--- src/rtl/counter_ctrl_pkg.sv ---
// rtl/counter_ctrl_pkg.sv - shared constants and types for counter_ctrl
//
// Purpose: opcode constants, the state codes understood by the counter
// block, and the controller FSM encoding.

package counter_ctrl_pkg;

  // Command opcodes carried on cmd_op; 6 and 7 decode as no-ops.
  localparam logic [2:0] OP_NOP     = 3'd0;
  localparam logic [2:0] OP_START   = 3'd1;
  localparam logic [2:0] OP_HALT    = 3'd2;
  localparam logic [2:0] OP_CLEAR   = 3'd3;
  localparam logic [2:0] OP_SET_CMP = 3'd4;
  localparam logic [2:0] OP_ACK_IRQ = 3'd5;

  // State codes driven to the counter block.
  localparam logic [7:0] ST_RESET = 8'd0;
  localparam logic [7:0] ST_RUN   = 8'd1;
  localparam logic [7:0] ST_HALT  = 8'd2;

  typedef enum logic [1:0] {
    FSM_IDLE  = 2'd0,
    FSM_RUN   = 2'd1,
    FSM_HALT  = 2'd2,
    FSM_CLEAR = 2'd3
  } fsm_e;

  // IDLE and CLEAR both hold the counter in reset.
  function automatic logic [7:0] state_code(fsm_e s);
    case (s)
      FSM_RUN:  return ST_RUN;
      FSM_HALT: return ST_HALT;
      default:  return ST_RESET;
    endcase
  endfunction

endpackage

--- src/rtl/counter_ctrl_cmp.sv ---
// rtl/counter_ctrl_cmp.sv - compare threshold, arm flag and sticky irq
//
// Purpose: holds cmp_value and the armed flag, detects counter >= cmp_value
// while running, and resolves irq set/clear priority.
// Ports:
//   clk, resetn      clock, asynchronous active-low reset
//   in_run           controller FSM is currently in RUN
//   counter          current count from the counter block
//   set_cmp          accepted SET_CMP command, operand on cmp_wdata
//   clear            accepted CLEAR command
//   ack              accepted ACK_IRQ command
//   irq              sticky compare interrupt (registered)
//   hit              combinational pulse: a match that will set irq this edge

module counter_ctrl_cmp #(
  parameter int CNT_W = 32
) (
  input  logic             clk,
  input  logic             resetn,
  input  logic             in_run,
  input  logic [CNT_W-1:0] counter,
  input  logic             set_cmp,
  input  logic [CNT_W-1:0] cmp_wdata,
  input  logic             clear,
  input  logic             ack,
  output logic             irq,
  output logic             hit
);

  logic [CNT_W-1:0] cmp_value_q;
  logic             armed_q;

  // CLEAR and a fresh SET_CMP both swallow a same-cycle match, so hit is
  // only reported when the match really lands in irq.
  assign hit = armed_q && in_run && (counter >= cmp_value_q) && !clear && !set_cmp;

  always_ff @(posedge clk or negedge resetn) begin
    if (!resetn) begin
      cmp_value_q <= '1;
      armed_q     <= 1'b0;
      irq         <= 1'b0;
    end else if (clear) begin
      armed_q <= 1'b0;
      irq     <= 1'b0;
    end else if (set_cmp) begin
      cmp_value_q <= cmp_wdata;
      armed_q     <= 1'b1;
    end else if (hit) begin
      // Set beats a same-cycle ACK_IRQ.
      armed_q <= 1'b0;
      irq     <= 1'b1;
    end else if (ack) begin
      irq <= 1'b0;
    end
  end

endmodule

--- src/rtl/counter_ctrl.sv ---
// rtl/counter_ctrl.sv - command-driven sequencer for the counter block
//
// Purpose: accepts opcode/data commands over a valid/ready handshake and
// drives the counter's state code and interval; raises a sticky compare irq.
// Build option: COUNTER_CTRL_AUTO_HALT_EN - a compare match also moves
// RUN -> HALT on the same edge that sets irq.
// Ports:
//   clk, resetn          clock, asynchronous active-low reset
//   cmd_valid/cmd_ready  command handshake (ready low only during CLEAR)
//   cmd_op, cmd_wdata    opcode and operand
//   counter              current count returned by the counter block
//   state                counter state code (registered)
//   interval             counter interval (registered)
//   irq                  sticky compare interrupt (registered)
//   busy                 high in RUN or CLEAR

module counter_ctrl
  import counter_ctrl_pkg::*;
#(
  parameter int CNT_W      = 32,
  parameter int CLR_CYCLES = 2
) (
  input  logic             clk,
  input  logic             resetn,
  input  logic             cmd_valid,
  output logic             cmd_ready,
  input  logic [2:0]       cmd_op,
  input  logic [CNT_W-1:0] cmd_wdata,
  input  logic [CNT_W-1:0] counter,
  output logic [7:0]       state,
  output logic [CNT_W-1:0] interval,
  output logic             irq,
  output logic             busy
);

  localparam logic [3:0]       CLR_LOAD = 4'(CLR_CYCLES);
  localparam logic [CNT_W-1:0] ONE      = CNT_W'(1);

  fsm_e             fsm_q, fsm_d;
  logic [3:0]       clr_cnt_q, clr_cnt_d;
  logic [CNT_W-1:0] interval_d;
  logic             accept;
  logic             do_start, do_halt, do_clear, do_set_cmp, do_ack;
  logic             hit;

  assign cmd_ready  = (fsm_q != FSM_CLEAR);
  assign busy       = (fsm_q == FSM_RUN) || (fsm_q == FSM_CLEAR);
  assign accept     = cmd_valid && cmd_ready;
  assign do_start   = accept && (cmd_op == OP_START);
  assign do_halt    = accept && (cmd_op == OP_HALT);
  assign do_clear   = accept && (cmd_op == OP_CLEAR);
  assign do_set_cmp = accept && (cmd_op == OP_SET_CMP);
  assign do_ack     = accept && (cmd_op == OP_ACK_IRQ);

  counter_ctrl_cmp #(
    .CNT_W(CNT_W)
  ) u_cmp (
    .clk      (clk),
    .resetn   (resetn),
    .in_run   (fsm_q == FSM_RUN),
    .counter  (counter),
    .set_cmp  (do_set_cmp),
    .cmp_wdata(cmd_wdata),
    .clear    (do_clear),
    .ack      (do_ack),
    .irq      (irq),
    .hit      (hit)
  );

  always_comb begin
    fsm_d      = fsm_q;
    clr_cnt_d  = clr_cnt_q;
    interval_d = interval;

    case (fsm_q)
      FSM_IDLE, FSM_HALT: if (do_start) fsm_d = FSM_RUN;
      FSM_RUN:            if (do_halt) fsm_d = FSM_HALT;
      FSM_CLEAR: begin
        // Counter holds CLR_CYCLES..1 while in CLEAR, giving exactly
        // CLR_CYCLES cycles of RESET before returning to IDLE.
        clr_cnt_d = clr_cnt_q - 4'd1;
        if (clr_cnt_q == 4'd1) fsm_d = FSM_IDLE;
      end
      default:            fsm_d = FSM_IDLE;
    endcase

    // A zero interval would stall the counter, so it is promoted to 1.
    if (do_start) interval_d = (cmd_wdata == '0) ? ONE : cmd_wdata;

    if (do_clear) begin
      fsm_d     = FSM_CLEAR;
      clr_cnt_d = CLR_LOAD;
    end

`ifdef COUNTER_CTRL_AUTO_HALT_EN
    if (hit && (fsm_d == FSM_RUN)) fsm_d = FSM_HALT;
`endif
  end

`ifndef COUNTER_CTRL_AUTO_HALT_EN
  logic unused_hit;
  assign unused_hit = hit;
`endif

  always_ff @(posedge clk or negedge resetn) begin
    if (!resetn) begin
      fsm_q     <= FSM_IDLE;
      clr_cnt_q <= 4'd0;
      state     <= ST_RESET;
      interval  <= ONE;
    end else begin
      fsm_q     <= fsm_d;
      clr_cnt_q <= clr_cnt_d;
      state     <= state_code(fsm_d);
      interval  <= interval_d;
    end
  end

endmodule

--- config.mk ---
export PLATFORM = sky130hd
export DESIGN_NAME = counter_ctrl
export DESIGN_NICKNAME = d
export VERILOG_FILES = /design/src/rtl/counter_ctrl_pkg.sv /design/src/rtl/counter_ctrl_cmp.sv /design/src/rtl/counter_ctrl.sv
export SDC_FILE = /design/constraint.sdc
export NUM_CORES = 1
export LEC_CHECK = 0
export ABC_AREA = 1
export BUFFER_PORTS_ARGS = -buffer_cell sky130_fd_sc_hd__buf_4
export CAP_MARGIN = 25
export CORE_UTILIZATION = 55
export DETAILED_ROUTE_END_ITERATION = 16
export PLACE_DENSITY = 0.84
export REMOVE_ABC_BUFFERS = 1
export SYNTH_ARGS = -nofsm -noshare
export SYNTH_HDL_FRONTEND = slang
export SYNTH_SLANG_ARGS = --single-unit
export TNS_END_PERCENT = 5
--- constraint.sdc ---
create_clock -name clk -period 4.9 [get_ports clk]
set_clock_uncertainty 0.15 [all_clocks]
set_input_delay 0.49 -clock clk [delete_from_list [all_inputs] [get_ports clk]]
set_output_delay 0.49 -clock clk [all_outputs]
set_load 0.05 [all_outputs]
### Yosys cells after proc, flatten, opt, wreduce, memory -nomap -nowiden

Cells that the tools add are included.

* register bits after elaboration: 80
* word-level logic and storage cells: 60

* add/sub/neg operators: 1
* $lt $le $gt $ge: 1
* eq/ne operators: 13
* muxes and demuxes: 16
* bitwise logic cells: 1
* reduce and logical (&&, ||, !) cells: 21

Operator list (count)
* $ge A32 B32 Y1: 1
* $logic_not A32 Y1: 1
* $mux W32: 1
* $logic_and A1 B1 Y1: 10
* $mux W2: 4
* $mux W4: 2
* $mux W1: 7
* $eq A2 B2 Y1 const B: 3
* $eq A3 B2 Y1 const B: 2
* $eq A3 B3 Y1 const B: 2
* $pmux W2 S3: 1
* $reduce_bool A3 Y1: 2
* $eq A2 B1 Y1 const B: 2
* $eq A4 B1 Y1 const B: 1
* $ne A2 B2 Y1 const B: 2
* $pmux W2 S2: 1
* $reduce_and A2 Y1: 2
* $sub A4 B1 Y4 const B: 1
* $eq A3 B1 Y1 const B: 1
* $logic_not A1 Y1: 2
* $logic_not A2 Y1: 1
* $reduce_bool A2 Y1: 1
* $reduce_or A2 Y1: 1
* $logic_or A1 B1 Y1: 1
* $not A1 Y1: 1

### Depth between registers and ports, before layout

Gate-level depths: netlist (run 1).

* depth in word-level cells: 9
* gate-level depth with buffers: 15

### Cells and area by module

From an unflattened synthesis (run 1), not the netlist that was laid out.

* cell total of the unflattened synthesis: 492
* area total of the unflattened synthesis: 3995.1 um^2

By module, submodules not included
* counter_ctrl_cmp: times used 1, cells each 257, area each 2128.3 um^2, sequential area each 890.9 um^2
* counter_ctrl: times used 1, cells each 235, area each 1866.8 um^2, sequential area each 1002.2 um^2

### Least setup slack after synthesis (run 1)

Ideal clock, no wire load.

* path type: register to register
* start: register u_cmp.cmp_value_q[15]
* end: register u_cmp.armed_q
* arrival time: 1.396 ns
* data required time: 4.622 ns
* setup slack: 3.226 ns
* cell stages (with the launch flop): 12
* path buffers: 0
* period minus slack after synthesis: 1.674 ns
* cell sequence: dfstp_2 -> inv_1 -> ha_1 -> nand2_1 -> nor2_1 -> nand2_1 -> nor2_1 -> nor2_1 -> nand2_1 -> nand2_1 -> nand2_1 -> a21oi_1

* longest elaborated chain between the ends: 5

RTL lines
* start: declaration: RTL line counter_ctrl_cmp.sv:30 `logic [CNT_W-1:0] cmp_value_q;`
* start signal: assignment: RTL line counter_ctrl_cmp.sv:46 `cmp_value_q <= cmp_wdata;`
* $ge A32 B32 Y1: RTL line counter_ctrl_cmp.sv:35 `assign hit = armed_q && in_run && (counter >= cmp_value_q) && !clear && !set_cmp;`
* $logic_and A1 B1 Y1 (3 in a row): RTL line counter_ctrl_cmp.sv:35
* $reduce_bool A3 Y1 (no line)
* end signal: assignment: RTL line counter_ctrl_cmp.sv:40 `armed_q <= 1'b0;`
* end signal: assignment: RTL line counter_ctrl_cmp.sv:43 `armed_q <= 1'b0;`
* end signal: assignment: RTL line counter_ctrl_cmp.sv:47 `armed_q <= 1'b1;`
* end: declaration: RTL line counter_ctrl_cmp.sv:31 `logic armed_q;`

No other way between the ends.
A chain may end at the register's enable or synchronous reset.

### Worst setup path after layout (run 1)

* start: register fsm_q[0]
* end: register u_cmp.cmp_value_q[0]

* longest elaborated chain between the ends: 5
* elaborated cells on any way between the ends: 6

RTL lines
* start: declaration: RTL line counter_ctrl.sv:39 `fsm_e fsm_q, fsm_d;`
* start signal: assignment: RTL line counter_ctrl.sv:112 `fsm_q <= fsm_d;`
* $ne A2 B2 Y1 *: RTL line counter_ctrl.sv:46 `assign cmd_ready = (fsm_q != FSM_CLEAR);`
* $logic_and A1 B1 Y1 *: RTL line counter_ctrl.sv:48 `assign accept = cmd_valid && cmd_ready;`
* $logic_and A1 B1 Y1: RTL line counter_ctrl.sv:51 `assign do_clear = accept && (cmd_op == OP_CLEAR);`
* $not A1 Y1 (no line)
* $reduce_and A2 Y1 (no line) *

Mark *: on every way between the ends. The rest lies on a longest branch, timed or not.

==> results of run 1 <==
logic make-up after synthesis:
family,share of synthesized area [%]
simple gates,17.2
buf+inv,9.61
flops,48.0
compound gates,9.45
fa+ha+maj,10.8
mux,4.85
other cells,0.0951
layout by cell type (no fill, tap or decap), types with 2 or more instances in the layout:
cell type and instances:
nand3_1 7, mux2_2 13, dfrtp_1 41, ha_1 34
nand2_4 3, nand2_2 2, nand2_1 100, bufinv_16 2
inv_1 68, nand4_1 7, buf_4 107, dfstp_2 33
conb_1 6, clkinvlp_4 2, clkbuf_8 11, nor2_1 28
nor4_1 4, a21oi_1 15, o21ai_0 50, a21o_1 2
mux2_4 3
worst register-to-register path, cell delays in order (launching register included):
cell     delay [ps]
dfrtp_1         450
nand2_4         130
nand2_4          70
nor3_4          780
buf_4           430
mux2_2          370
final timing paths:
kind / start / endpoint / cells after the start
min in group clk: cmd_wdata[27] / u_cmp.cmp_value_q[27] / 3
max in group asynchronous: resetn / interval[3] / 1
worst min-delay path: resetn / clr_cnt_q[1] / 1
worst min register to register: interval[8] / interval[8] / 2
worst max-delay path: fsm_q[0] / u_cmp.cmp_value_q[0] / 5
worst max register to register: fsm_q[0] / u_cmp.cmp_value_q[0] / 5
sequential cells by signal (all words and copies together), names as in the netlist:
name	flops
clr_cnt_q	4
u_cmp.irq	1
fsm_q	2
u_cmp.armed_q	1
u_cmp.cmp_value_q	32
interval	32
state	2
metal layers:
metal / routed length, um / vias to the layer above / global-route usage (%)
met5: 0 / - / 0
met4: 198 / 0 / 11.4
met3: 371 / 19 / 4.48
met2: 4400 / 92 / 41.1
met1: 3510 / 1530 / 30.9
li1: - / 1604 / -
power groups by stage:
stage / sequential [mW] / clock [mW] / combinational (mW)
finish: 1.01 / 0.537 / 1.23
global route: 1.03 / 0.577 / 1.35
CTS: 1.01 / 0.546 / 1.23
detailed placement: 1.02 / 0 / 1.22
global placement: 1.01 / 0 / 1.18
floorplan: 1.38 / 0 / 0.486
synthesized netlist by cell type:
| library cell | count |
|---|---|
| nor3_1 | 1 |
| nand2_2 | 2 |
| o21ai_1 | 1 |
| nor3_2 | 1 |
| mux2_4 | 3 |
| clkbuf_1 | 3 |
| nand3_1 | 7 |
| conb_1 | 1 |
| nor2_4 | 1 |
| nor3b_1 | 1 |
| buf_2 | 6 |
| a21oi_1 | 15 |
| buf_4 | 8 |
| nand4_1 | 7 |
| a21o_1 | 2 |
| nand2_4 | 3 |
| o21a_1 | 1 |
| dfrtp_1 | 41 |
| inv_1 | 68 |
| nor4_1 | 4 |
| and3b_1 | 1 |
| mux2_2 | 13 |
| nand2_1 | 100 |
| or2_1 | 1 |
| ha_1 | 34 |
| buf_6 | 2 |
| o21bai_1 | 1 |
| dfstp_2 | 33 |
| nor2_1 | 28 |
| o22ai_2 | 1 |
| o21ai_0 | 50 |
area by class of cell:
cell class	instances	area share, %
Multi-Input combinational cell	284	34.0
Tap cell	96	2.40
Timing Repair Buffer	107	16.1
Sequential cell	74	37.9
Clock inverter	4	1.50
Inverter	68	5.11
Clock buffer	11	3.03
==> results.toml, run 1 <==
[worst_setup_path]
crit_path_start_kind = "register"
worst_setup_path_end_kind = "register"
cp_max_fo = 33
r2r_slack_ps = 2450
crit_buf_inv = 1
required_ps = 5020
critical_path.cell_chain = "nand2_4 -> nand2_4 -> nor3_4 -> buf_4 -> mux2_2"
cp_top_family = "simple AND/OR/NAND/NOR gates"
cp_slowest_cell = "nor3_4"
crit_top_cell = "nand2_4"
crit_type = "reg -> reg"
arrival_ps = 2570
critPathMaxStageDelay_ps = 780

[routing]
avgViaCountPerCell = 5.04
drtIter0Drc = 135
detail_route.wl_per_cell_um = 13.2
drc_errors = 0
ant_nets = 0
totalWireLength_um = 8480
first_pass_iters = 5
vias = 3245

[sta]
tightest_slew_ps = 1020
finalCriticalPeriod_ps = 2450
finalSetupViolCount = 0
finalHoldViolCount = 0
rsz0062_at_grt = "no"
fin_tns_setup_ps = 0
max_freq_ghz = 0.408
timing.final.ws_setup_ps = 2450
max-slew-margin-rel_pct = 31.6
hold_ws_ps = 111
fin_crit_sh_pct = 50.0
slew_viol_final = 0

[die]
fp.dieArea_um2 = 7520
die_h_um = 86.7
fp.dieW_um = 86.7
rows = 30
ios = 113
initial_core_util_pct = 57.4
core_area_um2 = 6870

[final_layout]
instances_no_fill = 644
final_area_um2 = 5000
syn_to_final_growth_pct = 26.6
n_antenna_cell = 0
postLayoutCoreUtil_pct = 72.7
fin_nets = 648
fillerInstances = 521
multi_input_area_um2 = 1700
regArea_um2 = 1890
layout-drive-gt1-share_pct = 32.7

[synthesis]
syn_inst = 440
syn_area_per_cell_um2 = 8.97
yosys.area.top_type = "dfrtp_1"
syn-cell-area_um2 = 3950
yosysWarnings = 0
ys_ff_latch = 74
synth_top_area_share_pct = 26.0
synth.distinct_cells = 31
ys_top_cells_by_area = "dfrtp_1 26%, dfstp_2 22%, ha_1 11%, nand2_1 9.5%, inv_1 6.5%"
ys_seq_area_share_pct = 48.0

[placement]
place.gp.congestion = 0.838
dp_hpwl_um = 6270
dpl.cell_count = 629
place_area_um2 = 4770
pre_cts_slack_ps = 2240
portBuffers = 106

[global_route]
antenna_found_initial = 0
grt_max_degree = 75
grt_pass1_vias = 3113
grt_usage_pct = 24.5
grt_pass1_wl_um = 14100
grt_overflow = 0

[power_and_ir_drop]
power_mw = 2.77
worst_ir_drop_vdd_v = 0.000422
p_sw_share_pct = 40.8
power_density_nw_per_um2 = 555
leakage_nw = 2.60
p_int_mw = 1.64
clockPowerShare_pct = 19.4
pwr-share-comb_pct = 44.3
switching_power_mw = 1.13
pwr-share-seq_pct = 36.4

[clock_network]
postCtsSetupBuffers = 0
ctsHoldBuffers = 0
cts_root_buffer = "clkbuf_8"
htreeDepth = 3
clockBufferDepth = 2
cts_resized = 0
clock_latency_ps = 350
clock_sinks = 74
cts_tree = "yes"
clkSlewWorstSetupHoldPaths_ps = 70
cts_buffers = 9

[hold_path]
hp-class = "in -> async"

[run]
cap_violations = 0

[status]
outcome = "complete, no violations"
Power figures use the tool's default switching activity.
==> run 2, diff against run 1 <==
--- a/config.mk
+++ b/config.mk
@@ -8,9 +8,9 @@
 export ABC_AREA = 1
 export BUFFER_PORTS_ARGS = -buffer_cell sky130_fd_sc_hd__buf_4
 export CAP_MARGIN = 25
-export CORE_UTILIZATION = 55
+export CORE_UTILIZATION = 52
 export DETAILED_ROUTE_END_ITERATION = 16
-export PLACE_DENSITY = 0.84
+export PLACE_DENSITY = 0.8
 export REMOVE_ABC_BUFFERS = 1
 export SYNTH_ARGS = -nofsm -noshare
 export SYNTH_HDL_FRONTEND = slang
==> constraint.sdc (replaced) <==
create_clock -name clk -period 2.4 [get_ports clk]
set_clock_uncertainty 0.15 [all_clocks]
set_input_delay 0.24 -clock clk [delete_from_list [all_inputs] [get_ports clk]]
set_output_delay 0.24 -clock clk [all_outputs]
set_load 0.05 [all_outputs]
==> run 2 against run 1 <==
Net effect: clock power increased by 86%; largest cell class unchanged; worst hold slack got worse by 100 ps; sequential power increased by 100%; register-to-register slack got worse by 2000 ps.
==> results.toml, run 2 (synthesis gave the netlist of run 1 again) <==
[sta]
finalHoldViolCount = 0
max_freq_ghz = 0.517
slew_viol_final = 0
tightest_slew_ps = 918
finalCriticalPeriod_ps = 1930
fin_tns_setup_ps = 0
hold_ws_ps = 9.59
fin_crit_sh_pct = 80.6
finalSetupViolCount = 0
max-slew-margin-rel_pct = 38.8
rsz0062_at_grt = "no"

[global_route]
grt_pass1_vias = 3060
grt_overflow = 0
busiest_layer = "met2"
grt_use_met1_pct = 29.3
grt_usage_pct = 23.1
grt_pass1_wl_um = 13900
antenna_found_initial = 0
met2_usage_pct = 39.9
grt_max_degree = 75
grt.met3_usage_pct = 5.08

[worst_setup_path]
arrival_ps = 2000
worst_setup_path_end_kind = "register"
required_ps = 2470
cp_max_fo = 2
crit_path_start_kind = "register"
crit_type = "reg -> reg"

[clock_network]
cts_buffers = 9
clock_latency_ps = 330
cts_resized = 0
ctsHoldBuffers = 26
htreeDepth = 3
clockBufferDepth = 2
clkSlewWorstSetupHoldPaths_ps = 70
cts_root_buffer = "clkbuf_8"
cts_tree = "yes"
postCtsSetupBuffers = 0
clock_sinks = 74

[placement]
portBuffers = 106
place.gp.congestion = 0.798
dpl.cell_count = 633
dp_hpwl_um = 6320
place_area_um2 = 4780

[final_layout]
instances_no_fill = 675
n_antenna_cell = 0
top_regs = "interval (32), u_cmp.cmp_value_q (32), clr_cnt_q (4)"
syn_to_final_growth_pct = 33.1
mostFrequentLayoutCell = "buf_4"
layout-drive-gt1-share_pct = 30.7
fillerInstances = 578
most-common-layout-cells = "108 x buf_4, 100 x nand2_1, 68 x inv_1"
final_area_um2 = 5250
fin_nets = 676

[routing]
drc_errors = 0
drtIter0Drc = 99
first_pass_iters = 4
detail_route.wl_per_cell_um = 13.0
totalWireLength_um = 8790
avgViaCountPerCell = 4.88
ant_nets = 0
vias = 3292

[die]
ios = 113
fp.dieArea_um2 = 7940
core_area_um2 = 7290
rows = 31
die_h_um = 89.1
initial_core_util_pct = 54.1
fp.dieW_um = 89.1

[power_and_ir_drop]
leakage_nw = 2.71
worst_ir_drop_vdd_v = 0.000633
power_density_nw_per_um2 = 1070

[run]
cap_violations = 0

[status]
outcome = "complete, no violations"

[hold_path]
hp-class = "in -> reg"
-- run 2: cell types whose count changed in the layout (fill, tap and decap cells not counted) --
cell           previous run  this run
dlygate4sd3_1             0        27
clkbuf_8                 11         9
clkinvlp_4                2         0
clkbuf_1                  0         3
buf_4                   107       108
clkinv_2                  0         1
-- run 2: where the power goes --
| part | leakage, nW | switching (mW) | internal, mW | total [mW] |
|---|---|---|---|---|
| combinational | 1.75 | 1.64 | 0.896 | 2.54 |
| clock | 0.100 | 0.425 | 0.580 | 1.00 |
| sequential | 0.853 | 0.223 | 1.84 | 2.07 |
| total | 2.71 | 2.29 | 3.32 | 5.61 |
-- run 2: final timing paths --
kind	from	to	slack, ps	depth (start not counted)
worst max-delay path	u_cmp.cmp_value_q[31]	u_cmp.armed_q	470	9
worst min-delay path	cmd_wdata[23]	u_cmp.cmp_value_q[23]	10	3
worst max register to register	u_cmp.cmp_value_q[31]	u_cmp.armed_q	470	9
worst min register to register	interval[0]	interval[0]	340	2
max in group asynchronous	resetn	interval[7]	1070	2
min in group asynchronous	resetn	interval[8]	420	2
-- run 2: stage by stage --
stage | power [mW] | utilization [%] | worst slack [ps]
detailed placement | 4.58 | 65.6 | 499
global placement | 4.48 | 65.6 | 534
CTS | 5.64 | 71.9 | 477
global route | 5.98 | 72.0 | 285
floorplan | 3.81 | - | -851
finish | 5.61 | 72.0 | 466
-- run 2: cell type report --
class | instances | area [um^2] | share of cell area (%)
multi-input combinational | 284 | 1700 | 32.3
inverter | 68 | 255 | 4.86
clock buffer | 12 | 135 | 2.57
timing repair buffer | 135 | 1080 | 20.6
sequential | 74 | 1890 | 36.0
clock inverter | 3 | 65.1 | 1.24
tap | 99 | 124 | 2.36
-- run 2: metal layers --
layer | wire [um] | part of all wire, %
met2 | 4450 | 51
met1 | 3880 | 44
met4 | 68 | 0.77
met3 | 382 | 4.3
met5 | 0 | 0
-- run 2: worst max-delay path: stages (launching register included) --
cell and delay [ps]:
dfstp_2 520, inv_1 40, ha_1 290, nand2_1 80, nor2_1 170, nand4_1 150
nor2_1 200, nand2_1 80, nand2_1 80, a21oi_1 60
==> run 3, diff against run 2 <==
--- a/config.mk
+++ b/config.mk
@@ -8,9 +8,9 @@
 export ABC_AREA = 1
 export BUFFER_PORTS_ARGS = -buffer_cell sky130_fd_sc_hd__buf_4
 export CAP_MARGIN = 25
-export CORE_UTILIZATION = 52
+export CORE_UTILIZATION = 47
 export DETAILED_ROUTE_END_ITERATION = 16
-export PLACE_DENSITY = 0.8
+export PLACE_DENSITY = 0.76
 export REMOVE_ABC_BUFFERS = 1
 export SYNTH_ARGS = -nofsm -noshare
 export SYNTH_HDL_FRONTEND = slang
==> constraint.sdc (replaced) <==
create_clock -name clk -period 1.7 [get_ports clk]
set_clock_uncertainty 0.15 [all_clocks]
set_input_delay 0.17 -clock clk [delete_from_list [all_inputs] [get_ports clk]]
set_output_delay 0.17 -clock clk [all_outputs]
set_load 0.05 [all_outputs]
==> run 3 against run 2 <==
Net effect: the run now ends with setup timing left; flip-flop and latch count stayed put; die area is 10% higher; cell area is 12% higher; sequential share of layout area is 4.0 points lower; sequential power is 43% higher; critical path depth is 3 higher; clock power is 62% higher; register-to-register slack worse by 550 ps; non-clock buffer count is 23 higher; global-route usage is 1.0 points higher; setup slack worse by 550 ps; worst hold slack better by 94 ps.
==> results.toml, run 3 (synthesis gave the netlist of run 1 again) <==
[status]
outcome = "finished, violations left"
violations = "setup timing"

[global_route]
grt_max_degree = 49
antenna_found_initial = 0
grt_overflow = 0
grt_pass1_vias = 3633
grt_pass1_wl_um = 16300
grt_usage_pct = 24.1

[clock_network]
clkSlewWorstSetupHoldPaths_ps = 80
cts_root_buffer = "clkbuf_8"
cts_buffers = 9
clock_latency_ps = 350
clock_sinks = 74
htreeDepth = 3
postCtsSetupBuffers = 0
cts_tree = "yes"
clockBufferDepth = 2

[routing]
wl_met3_um = 368
dr_wl_met2_um = 5540
drtIter0Drc = 81
first_pass_iters = 4
avgViaCountPerCell = 4.95
detail_route.wl_per_cell_um = 14.9
totalWireLength_um = 10500
vias = 3490
dr.max_layer_used = "met4"
met1_length_um = 4360
ant_nets = 0
drc_errors = 0

[die]
core_area_um2 = 8180
initial_core_util_pct = 48.3
rows = 33
die_h_um = 93.6
fp.dieArea_um2 = 8760
ios = 113
fp.dieW_um = 93.6

[power_and_ir_drop]
power_mw = 8.92
leakage_nw = 2.84
worst_ir_drop_vdd_v = 0.000937
power_density_nw_per_um2 = 1510

[placement]
place_area_um2 = 4950
portBuffers = 106
place.gp.congestion = 0.820
dp_hpwl_um = 6860
pre_cts_slack_ps = -127

[worst_setup_path]
worst_setup_path_end_kind = "register"
crit_path_start_kind = "register"
arrival_ps = 1870
cp_max_fo = 2
required_ps = 1790
cp_slowest_cell = "dfstp_2"
crit_top_cell = "nand2_1"
critical_path.cell_chain = "inv_1 -> ha_1 -> nand2_1 -> inv_1 -> nand2_1 -> nand2_1 -> nand2_1 -> a21oi_1 -> nor2_1 -> nand2_1 -> nand2_1 -> nand2_1"
critPathMaxStageDelay_ps = 540
crit_type = "reg -> reg"

[run]
cap_violations = 0

[final_layout]
multi_input_area_um2 = 2080
top_regs = "interval (32), u_cmp.cmp_value_q (32), clr_cnt_q (4)"
regArea_um2 = 1890
fillerInstances = 560
most-common-layout-cells = "122 x buf_4, 89 x nand2_1, 52 x inv_1"
final_area_um2 = 5900
syn_to_final_growth_pct = 49.6
layout-drive-gt1-share_pct = 43.5
mostFrequentLayoutCell = "buf_4"
fin_nets = 699
n_antenna_cell = 0

[sta]
timing.final.ws_setup_ps = -85.4
finalSetupViolCount = 2
finalHoldViolCount = 0
finalCriticalPeriod_ps = 1790
hold_ws_ps = 104
slew_viol_final = 0
fin_crit_sh_pct = 105
rsz0062_at_grt = "yes"
max_freq_ghz = 0.560
fin_tns_setup_ps = -162

[hold_path]
hp-class = "in -> reg"
[run 3: final cells by class]
type / instances / share of cell area, %
clock buffer: 12 / 2.80
clock inverter: 4 / 1.23
inverter: 68 / 4.33
multi-input combinational: 284 / 35.2
sequential: 74 / 32.1
tap: 105 / 2.23
timing repair buffer: 158 / 22.1
[run 3: stage by stage]
stage                     std cells  util [%]
after floorplan                 426         -
after global placement          656      60.6
after detailed placement        656      60.6
after CTS                       705      69.5
after global routing            705      72.2
final                           705      72.2
[run 3: where the power goes]
group / total, mW / internal (mW) / switching [mW]
Sequential: 2.96 / 2.61 / 0.351
Combinational: 4.34 / 1.69 / 2.65
Clock: 1.62 / 0.945 / 0.677
[run 3: critical path: cells and delay by family, from the launching register on]
| family | cells | cell delay [ps] |
|---|---|---|
| AND/OR/NAND/NOR | 8 | 560 |
| flip-flops | 1 | 540 |
| adder cells (fa/ha/maj) | 1 | 270 |
| buffers and inverters | 2 | 110 |
| AO/OA/AOI/OAI | 1 | 60 |
[run 3: what timing repair did]
| action | 4_1_cts | 5_1_grt |
|---|---|---|
| endpoints found under the hold margin | 118 | 0 |
| endpoints found under the setup margin | 2 | 13 |
| gates resized for setup | 25 | 45 |
| hold buffers | 33 | 0 |
| pin swaps | 23 | 25 |
[run 3: path summary, 6_finish.rpt]
kind	cells past startpoint	slack, ps	startpoint	end
max in group asynchronous	3	620	resetn	u_cmp.cmp_value_q[4]
min reg2reg	2	350	interval[9]	interval[9]
min in group asynchronous	2	130	resetn	interval[16]
max	12	-90	u_cmp.cmp_value_q[18]	u_cmp.irq
max reg2reg	12	-90	u_cmp.cmp_value_q[18]	u_cmp.irq
min	5	100	cmd_op[0]	u_cmp.cmp_value_q[13]
[run 3: per-layer routing]
metal  vias to the layer above  track usage (%)
met5                         -                0
met4                         0             6.92
met1                      1684             28.8
li1                       1698                -
met2                        88             44.1
met3                        20             4.23
